**src/rtl/imem_dmem_arbiter_if.sv**
```systemverilog
// Core-side and memory-side signals of the shared
// instruction/data memory arbiter.
interface imem_dmem_arbiter_if #(
  parameter int ADDR_W = 16,
  parameter int DATA_W = 16,
  parameter int BE_W   = DATA_W / 8
);

  logic              if_req;
  logic [ADDR_W-1:0] if_addr;
  logic              if_gnt;
  logic [DATA_W-1:0] if_rdata;
  logic              if_rvalid;

  logic              d_req;
  logic              d_we;
  logic              d_lock;
  logic [ADDR_W-1:0] d_addr;
  logic [BE_W-1:0]   d_be;
  logic [DATA_W-1:0] d_wdata;
  logic              d_gnt;
  logic [DATA_W-1:0] d_rdata;
  logic              d_rvalid;

  logic [ADDR_W-1:0] mem_address;
  logic [BE_W-1:0]   mem_byteenable;
  logic              mem_chipselect;
  logic              mem_write;
  logic [DATA_W-1:0] mem_writedata;
  logic              mem_clken;
  logic [DATA_W-1:0] mem_readdata;

  modport slave (
    input  if_req,
    input  if_addr,
    output if_gnt,
    output if_rdata,
    output if_rvalid,
    input  d_req,
    input  d_we,
    input  d_lock,
    input  d_addr,
    input  d_be,
    input  d_wdata,
    output d_gnt,
    output d_rdata,
    output d_rvalid,
    output mem_address,
    output mem_byteenable,
    output mem_chipselect,
    output mem_write,
    output mem_writedata,
    output mem_clken,
    input  mem_readdata
  );

  modport master (
    output if_req,
    output if_addr,
    input  if_gnt,
    input  if_rdata,
    input  if_rvalid,
    output d_req,
    output d_we,
    output d_lock,
    output d_addr,
    output d_be,
    output d_wdata,
    input  d_gnt,
    input  d_rdata,
    input  d_rvalid,
    input  mem_address,
    input  mem_byteenable,
    input  mem_chipselect,
    input  mem_write,
    input  mem_writedata,
    input  mem_clken,
    output mem_readdata
  );

endinterface

```
**src/rtl/imem_dmem_arbiter.sv**
```systemverilog
// Round-robin arbiter sharing one single-port memory
// between instruction fetch and a lockable data port.
module imem_dmem_arbiter (
  input  logic                clk,
  input  logic                reset_n,
  input  logic                freeze,
  imem_dmem_arbiter_if.slave  bus
);

  typedef enum logic {
    W_IF,
    W_D
  } win_e;

  typedef enum logic [1:0] {
    TAG_NONE,
    TAG_IF,
    TAG_D
  } tag_e;

  win_e last_q, last_d;
  logic lock_q, lock_d;
  tag_e tag_q, tag_d;

  logic gnt_if;
  logic gnt_d;
  logic d_wr;

  always_ff @(posedge clk or negedge reset_n) begin
    if (!reset_n) begin
      last_q <= W_D;
      lock_q <= 1'b0;
      tag_q  <= TAG_NONE;
    end else begin
      last_q <= last_d;
      lock_q <= lock_d;
      tag_q  <= tag_d;
    end
  end

  always_comb begin
    gnt_if = 1'b0;
    gnt_d  = 1'b0;
    if (reset_n && !freeze) begin
      unique case (1'b1)
        lock_q: begin
          gnt_d = bus.d_req;
        end
        !lock_q && bus.if_req && bus.d_req: begin
          gnt_if = (last_q == W_D);
          gnt_d  = (last_q == W_IF);
        end
        !lock_q && bus.if_req && !bus.d_req: begin
          gnt_if = 1'b1;
        end
        !lock_q && !bus.if_req && bus.d_req: begin
          gnt_d = 1'b1;
        end
        default: begin
        end
      endcase
    end
  end

  always_comb begin
    last_d = last_q;
    lock_d = lock_q;
    tag_d  = TAG_NONE;
    if (gnt_if) begin
      last_d = W_IF;
      lock_d = 1'b0;
      tag_d  = TAG_IF;
    end else if (gnt_d) begin
      last_d = W_D;
      lock_d = bus.d_lock;
      tag_d  = bus.d_we ? TAG_NONE : TAG_D;
    end else if (lock_q && !freeze && !bus.d_lock) begin
      // owner released the lock while idle
      lock_d = 1'b0;
    end
  end

  assign d_wr = gnt_d & bus.d_we;

  always_comb begin
    bus.if_gnt         = gnt_if;
    bus.d_gnt          = gnt_d;
    bus.mem_chipselect = gnt_if | gnt_d;
    bus.mem_write      = d_wr;
    bus.mem_address    = gnt_d ? bus.d_addr
                               : bus.if_addr;
    bus.mem_byteenable = d_wr ? bus.d_be : '1;
    bus.mem_writedata  = bus.d_wdata;
    bus.mem_clken      = 1'b1;
    bus.if_rvalid      = (tag_q == TAG_IF);
    bus.d_rvalid       = (tag_q == TAG_D);
    bus.if_rdata       = bus.mem_readdata;
    bus.d_rdata        = bus.mem_readdata;
  end

endmodule

```
**src/flat_wrapper.sv**
```systemverilog
// flat-port wrapper written by rule: the top's interface ports become plain ports
module imem_dmem_arbiter_flat 
  (clk, reset_n, freeze, bus_if_req, bus_if_addr, bus_if_gnt, bus_if_rdata, bus_if_rvalid, bus_d_req, bus_d_we, bus_d_lock, bus_d_addr, bus_d_be, bus_d_wdata, bus_d_gnt, bus_d_rdata, bus_d_rvalid, bus_mem_address, bus_mem_byteenable, bus_mem_chipselect, bus_mem_write, bus_mem_writedata, bus_mem_clken, bus_mem_readdata);
  imem_dmem_arbiter_if #(.ADDR_W(16), .DATA_W(16), .BE_W(2)) bus_i ();
  input  logic clk;
  input  logic reset_n;
  input  logic freeze;
  input wire logic [$bits(bus_i.if_req)-1:0] bus_if_req;
  input wire logic [$bits(bus_i.if_addr)-1:0] bus_if_addr;
  output wire logic [$bits(bus_i.if_gnt)-1:0] bus_if_gnt;
  output wire logic [$bits(bus_i.if_rdata)-1:0] bus_if_rdata;
  output wire logic [$bits(bus_i.if_rvalid)-1:0] bus_if_rvalid;
  input wire logic [$bits(bus_i.d_req)-1:0] bus_d_req;
  input wire logic [$bits(bus_i.d_we)-1:0] bus_d_we;
  input wire logic [$bits(bus_i.d_lock)-1:0] bus_d_lock;
  input wire logic [$bits(bus_i.d_addr)-1:0] bus_d_addr;
  input wire logic [$bits(bus_i.d_be)-1:0] bus_d_be;
  input wire logic [$bits(bus_i.d_wdata)-1:0] bus_d_wdata;
  output wire logic [$bits(bus_i.d_gnt)-1:0] bus_d_gnt;
  output wire logic [$bits(bus_i.d_rdata)-1:0] bus_d_rdata;
  output wire logic [$bits(bus_i.d_rvalid)-1:0] bus_d_rvalid;
  output wire logic [$bits(bus_i.mem_address)-1:0] bus_mem_address;
  output wire logic [$bits(bus_i.mem_byteenable)-1:0] bus_mem_byteenable;
  output wire logic [$bits(bus_i.mem_chipselect)-1:0] bus_mem_chipselect;
  output wire logic [$bits(bus_i.mem_write)-1:0] bus_mem_write;
  output wire logic [$bits(bus_i.mem_writedata)-1:0] bus_mem_writedata;
  output wire logic [$bits(bus_i.mem_clken)-1:0] bus_mem_clken;
  input wire logic [$bits(bus_i.mem_readdata)-1:0] bus_mem_readdata;
  assign bus_i.if_req = bus_if_req;
  assign bus_i.if_addr = bus_if_addr;
  assign bus_if_gnt = bus_i.if_gnt;
  assign bus_if_rdata = bus_i.if_rdata;
  assign bus_if_rvalid = bus_i.if_rvalid;
  assign bus_i.d_req = bus_d_req;
  assign bus_i.d_we = bus_d_we;
  assign bus_i.d_lock = bus_d_lock;
  assign bus_i.d_addr = bus_d_addr;
  assign bus_i.d_be = bus_d_be;
  assign bus_i.d_wdata = bus_d_wdata;
  assign bus_d_gnt = bus_i.d_gnt;
  assign bus_d_rdata = bus_i.d_rdata;
  assign bus_d_rvalid = bus_i.d_rvalid;
  assign bus_mem_address = bus_i.mem_address;
  assign bus_mem_byteenable = bus_i.mem_byteenable;
  assign bus_mem_chipselect = bus_i.mem_chipselect;
  assign bus_mem_write = bus_i.mem_write;
  assign bus_mem_writedata = bus_i.mem_writedata;
  assign bus_mem_clken = bus_i.mem_clken;
  assign bus_i.mem_readdata = bus_mem_readdata;
  imem_dmem_arbiter u_core (.clk(clk), .reset_n(reset_n), .freeze(freeze), .bus(bus_i));
endmodule
```
**config.mk**
```make
export PLATFORM = sky130hd
export DESIGN_NAME = imem_dmem_arbiter_flat
export DESIGN_NICKNAME = d
export VERILOG_FILES = /design/src/rtl/imem_dmem_arbiter_if.sv /design/src/rtl/imem_dmem_arbiter.sv /design/src/flat_wrapper.sv
export SDC_FILE = /design/constraint.sdc
export NUM_CORES = 1
export LEC_CHECK = 0
export CAP_MARGIN = 25
export CORE_UTILIZATION = 22
export CTS_BUF_LIST = sky130_fd_sc_hd__clkbuf_4 sky130_fd_sc_hd__clkbuf_8
export DETAILED_ROUTE_END_ITERATION = 10
export MAX_ROUTING_LAYER = met4
export PLACE_DENSITY = 0.81
export SYNTH_ARGS = -nofsm -noshare
export SYNTH_HDL_FRONTEND = slang
export SYNTH_SLANG_ARGS = --single-unit
```
**constraint.sdc**
```tcl
create_clock -name clk -period 1.8 [get_ports clk]
set_input_delay 0.27 -clock clk [delete_from_list [all_inputs] [get_ports clk]]
set_output_delay 0.27 -clock clk [all_outputs]
set_load 0.02 [all_outputs]
```
* Word level (Yosys, flattened, before mapping)
Index checks and enable logic that the tools add are counted.
Widths: inputs -> output; s select.
** Word-level totals
- Logic and storage cells :: 37
- Output and inout bits :: 73
- Register bits after elaboration :: 4
- Bits of input ports :: 73
** Cells by class
- Mux-type cells :: 14
- Bitwise gates (word level) :: 3
- Eq/ne operators :: 2
- Reductions and logical operators :: 15
** Operators with widths (number)
- $mux 16 :: 1
- $logic_and 1x1->1 :: 8
- $mux 2 :: 4
- $mux 1 :: 7
- $logic_not 1->1 :: 5
- $pmux 1 s3 :: 1
- $reduce_bool 3->1 :: 1
- $eq 2x1->1 const B :: 1
- $eq 2x2->1 const B :: 1
- $pmux 1 s2 :: 1
- $reduce_bool 2->1 :: 1
- $and 1x1->1 :: 1
- $not 1->1 :: 1
- $or 1x1->1 :: 1

* Depth between registers and ports, before layout
- Depth in word-level cells :: 7
- Mapped depth :: 4
- Depth with buffers taken out :: 4

* Least setup slack after synthesis
No wires, ideal clock.
- Path kind :: register to output
- Start :: reg u_core.last_q
- End :: out bus_mem_address[0]
- Data arrival time :: 1.186 ns
- Data required time :: 1.530 ns
- Path buffers :: 1
- Cell stages (with the launch flop) :: 4
- Path slack :: 0.344 ns
- Cell sequence :: dfstp_2 > a21o_1 > buf_6 > mux2_4
** On the way
- Longest elaborated chain between the ends :: 4
** RTL lines
- from (decl) :: line imem_dmem_arbiter.sv:21 : win_e last_q, last_d;
- from (signal assigned) :: line imem_dmem_arbiter.sv:35 : last_q <= last_d;
- $not 1->1 :: line imem_dmem_arbiter.sv:51 : gnt_d = (last_q == W_IF);
- $pmux 1 s3 :: line imem_dmem_arbiter.sv:45 : unique case (1'b1)
- $mux 1 :: line imem_dmem_arbiter.sv:44 : if (reset_n && !freeze) begin
- $mux 16 :: line imem_dmem_arbiter.sv:90 : bus.mem_address = gnt_d ? bus.d_addr
- to (decl) :: line flat_wrapper.sv:22 : output wire logic [$bits(bus_i.mem_address)-1:0] bus_mem_address;
Every way passes these cells.

* Worst setup path in the final report
- Start :: reg u_core.lock_q
- End :: out bus_mem_address[8]
** On the way
- Longest elaborated chain between the ends :: 6
- Elaborated cells between the ends (all ways) :: 8
- Classes of those cells :: mux (3); reduce/logical (5)
** RTL lines
- from (decl) :: line imem_dmem_arbiter.sv:22 : logic lock_q, lock_d;
- from (signal assigned) :: line imem_dmem_arbiter.sv:36 : lock_q <= lock_d;
- $logic_not 1->1 :: line imem_dmem_arbiter.sv:49, imem_dmem_arbiter.sv:56
- $logic_and 1x1->1, on equally long branches (2 in series) :: line imem_dmem_arbiter.sv:56, imem_dmem_arbiter.sv:49
- $pmux 1 s3 * :: line imem_dmem_arbiter.sv:45
- $mux 1 * :: line imem_dmem_arbiter.sv:44
- $mux 16 * :: line imem_dmem_arbiter.sv:90
Mark *: on every way between the ends. The rest lies on a longest branch, timed or not.

==> metrics.txt <==
result of the run=finished with violations; failing checks=negative setup slack; average via count per standard cell=3.96; total of warnings raised by yosys=0; Max Cap Violations=0; DRC violation total after the first TritonRoute iteration=1; Inst Count DP=157; Area contributors post-synth=buf_4 44%, mux2_4 29%, dfrtp_1 8.9%, dfstp_2 3.1%, nor2b_1 3.0%; initial antenna violation count=0; Final Hold Viols=0; kind of critical path=reg -> out; maximum level of the CTS H-tree=1; wire length of the first global-routing pass=2830 um; kind of cell adding the most delay to the critical path=flip-flops; floorplan die area=4070 um^2; highest clock rate=537 MHz; most used cell along the critical path=buf_6; non-filler cells, final=167; Post-Syn Area per Cell=9.33 um^2; CTS root buffer=clkbuf_8; Unique masters post-synth=17; netlist area before placement=840 um^2; post-layout total power=662 uW; placeable core area=3660 um^2; clock transition at the registers of the reported paths=40 ps; sequential share of the synthesized area=12.1%; post-route antenna net violation count=0; RSZ-0062 raised after global routing=true; per-cell routed wire length=11.9 um; CTS tree=done; GR Util All Layers=9.39%; fraction of synthesized cell area in xor and xnor cells=0%; fraction of post-synthesis cell area in the top cell type by area=43.8%; compound-gate portion of the synthesized area=2.53%; class of the most critical hold timing path=in -> async; share of layout cells above drive strength 1=49.6%; buffer depth of the longest clock path=2; top-level I/O count=146; cell type of the slowest stage on the worst timing path=dfrtp_1; required time of the critical path=1530 ps; endpoint class of the critical path=output port; Cell Rows=22; router iterations before antenna repair=4; clk sink count=4; worst setup skew after layout=7.60 ps; antenna diode instance count=0; share of the cycle needed by the critical path after routing=103%; number of remaining DRC errors=0; last weighted congestion value of the routability-driven placer=0.681; starting density of the core=22.9%; hpwl dp=1440 um; port buffer count=64; post-synth net total=163; Setup violations, final=19; post-route setup slack=-61.2 ps; horizontal extent of the die=63.8 um; most common cell after layout, fill and taps aside=clkdlybuf4s50_1; highest net fanout along the worst path=6; largest net degree at the start of global routing=7; number of buffers and inverters on the critical path=3; total CTS buffers=3; final number of max-transition violations=0; number of hold buffers added after CTS=0; shortest period the worst path allows=1860 ps; Die Y=63.8 um; simple-gate share of the synthesized area=8.94%; Clk Latency, worst-skew pair=220 ps; arrival time at the worst endpoint=1590 ps; cell area after placement=1210 um^2; nets=193; cell taking the most area after synthesis=buf_4; Final Routed Wirelength=1980 um; Power Density=474 nW/um^2; worst slack on hold paths=95.4 ps; number of standard cells after synthesis=90; area delta synth->final=66.5%; largest family of logic cells by synthesized area=buffers and inverters; gr ovfl total=0; crit start category=flip-flop; IR Drop Worst-Case VDD=0.406 mV; most frequent cells in the layout=38 x clkdlybuf4s50_1, 22 x buf_6, 16 x mux2_4; FF+latch count, synth=4; final instance area=1400 um^2; cells along the critical path=nor2b_4, a21o_1, buf_6, buf_12, mux2_4, buf_6; Slowest Stage Delay on Critical Path=400 ps; number of global-route vias before repair=648; synthesized-area fraction occupied by adder cells=0%; mux share of post-synthesis cell area=28.6%; LEAKAGE=0.687 nW; vias post-DR=661
## synthesized netlist by cell type, drive strengths merged
cell type	number
buf	51
mux2	16
nor2b	4
dfrtp	3
nor2	3
inv	2
or3	2
a21o	1
a21oi	1
and3	1
conb	1
dfstp	1
nand2b	1
nand3b	1
o22a	1
or2	1
## sequential cells by signal (all words and copies together), names as in the netlist
register       flops
u_core.last_q      1
u_core.lock_q      1
u_core.tag_q       2
## worst reg2reg max path: stages, from the launching register on
cell and delay, ps:
dfrtp_1 400, nor2b_4 120, a21o_1 160, buf_6 140, buf_16 120, inv_2 40, buf_4 130, o22a_1 170
## power by group
group / total, mW / switching, mW / internal (mW)
clock: 0.211 / 0.0448 / 0.166
sequential: 0.112 / 0.00757 / 0.104
combinational: 0.340 / 0.117 / 0.223
## logic make-up (layout without fill, tap and decap cells)
| kind of cell | count (synthesis) | after routing |
|---|---|---|
| simple gates | 13 | 13 |
| mux | 16 | 16 |
| other cells | 1 | 1 |
| buf+inv | 53 | 82 |
| flops | 4 | 4 |
| compound gates | 3 | 3 |
## metal layers
| metal | part of all wire (%) | vias up | track usage [%] | wire length [um] |
|---|---|---|---|---|
| met5 | 0 | - | - | 0 |
| met4 | 4.6 | 0 | 5.68 | 92 |
| met3 | 10 | 12 | 2.86 | 199 |
| met2 | 49 | 56 | 15.4 | 972 |
| met1 | 36 | 293 | 9.84 | 716 |
| li1 | - | 300 | - | - |
## through the flow
step | TNS, ps | setup WS [ps] | utilization [%]
after floorplan | 0 | 344 | -
final | -917 | -61.2 | 38.2
after detailed placement | -12290 | -599 | 33.0
after CTS | -1150 | -75.7 | 37.6
after global placement | -11870 | -573 | 33.0
after global routing | -2220 | -127 | 38.2
## layout make-up
type | count | area [um^2]
flip-flops and latches | 4 | 101
well taps | 48 | 60.1
fillers | 361 | 2260
clock buffers | 4 | 48.8
multi-input cells | 33 | 358
inverters | 2 | 7.51
repair buffers | 76 | 822
## what timing repair did
item                                    4_1_cts  5_1_grt
pin swaps                                     3        2
endpoints found under the setup margin       22       22
gates cloned                                  3        0
buffers inserted                              2        1
gates resized for setup                     130       11
## worst paths after layout
path / start / end / slack [ps] / cells after the start
worst max-delay path: u_core.lock_q$_DFFE_PN0P_ / bus_mem_address[8] / -60 / 6
worst min-delay path: reset_n / u_core.tag_q[1]$_DFF_PN0_ / 100 / 2
worst max register to register: u_core.lock_q$_DFFE_PN0P_ / u_core.lock_q$_DFFE_PN0P_ / 400 / 7
worst min register to register: u_core.lock_q$_DFFE_PN0P_ / u_core.lock_q$_DFFE_PN0P_ / 660 / 2
max in group asynchronous: reset_n / u_core.last_q$_DFFE_PN1P_ / 1500 / 2
min in group clk: bus_d_req / u_core.last_q$_DFFE_PN1P_ / 510 / 3
No activity file was read; power rests on OpenSTA's default activity.
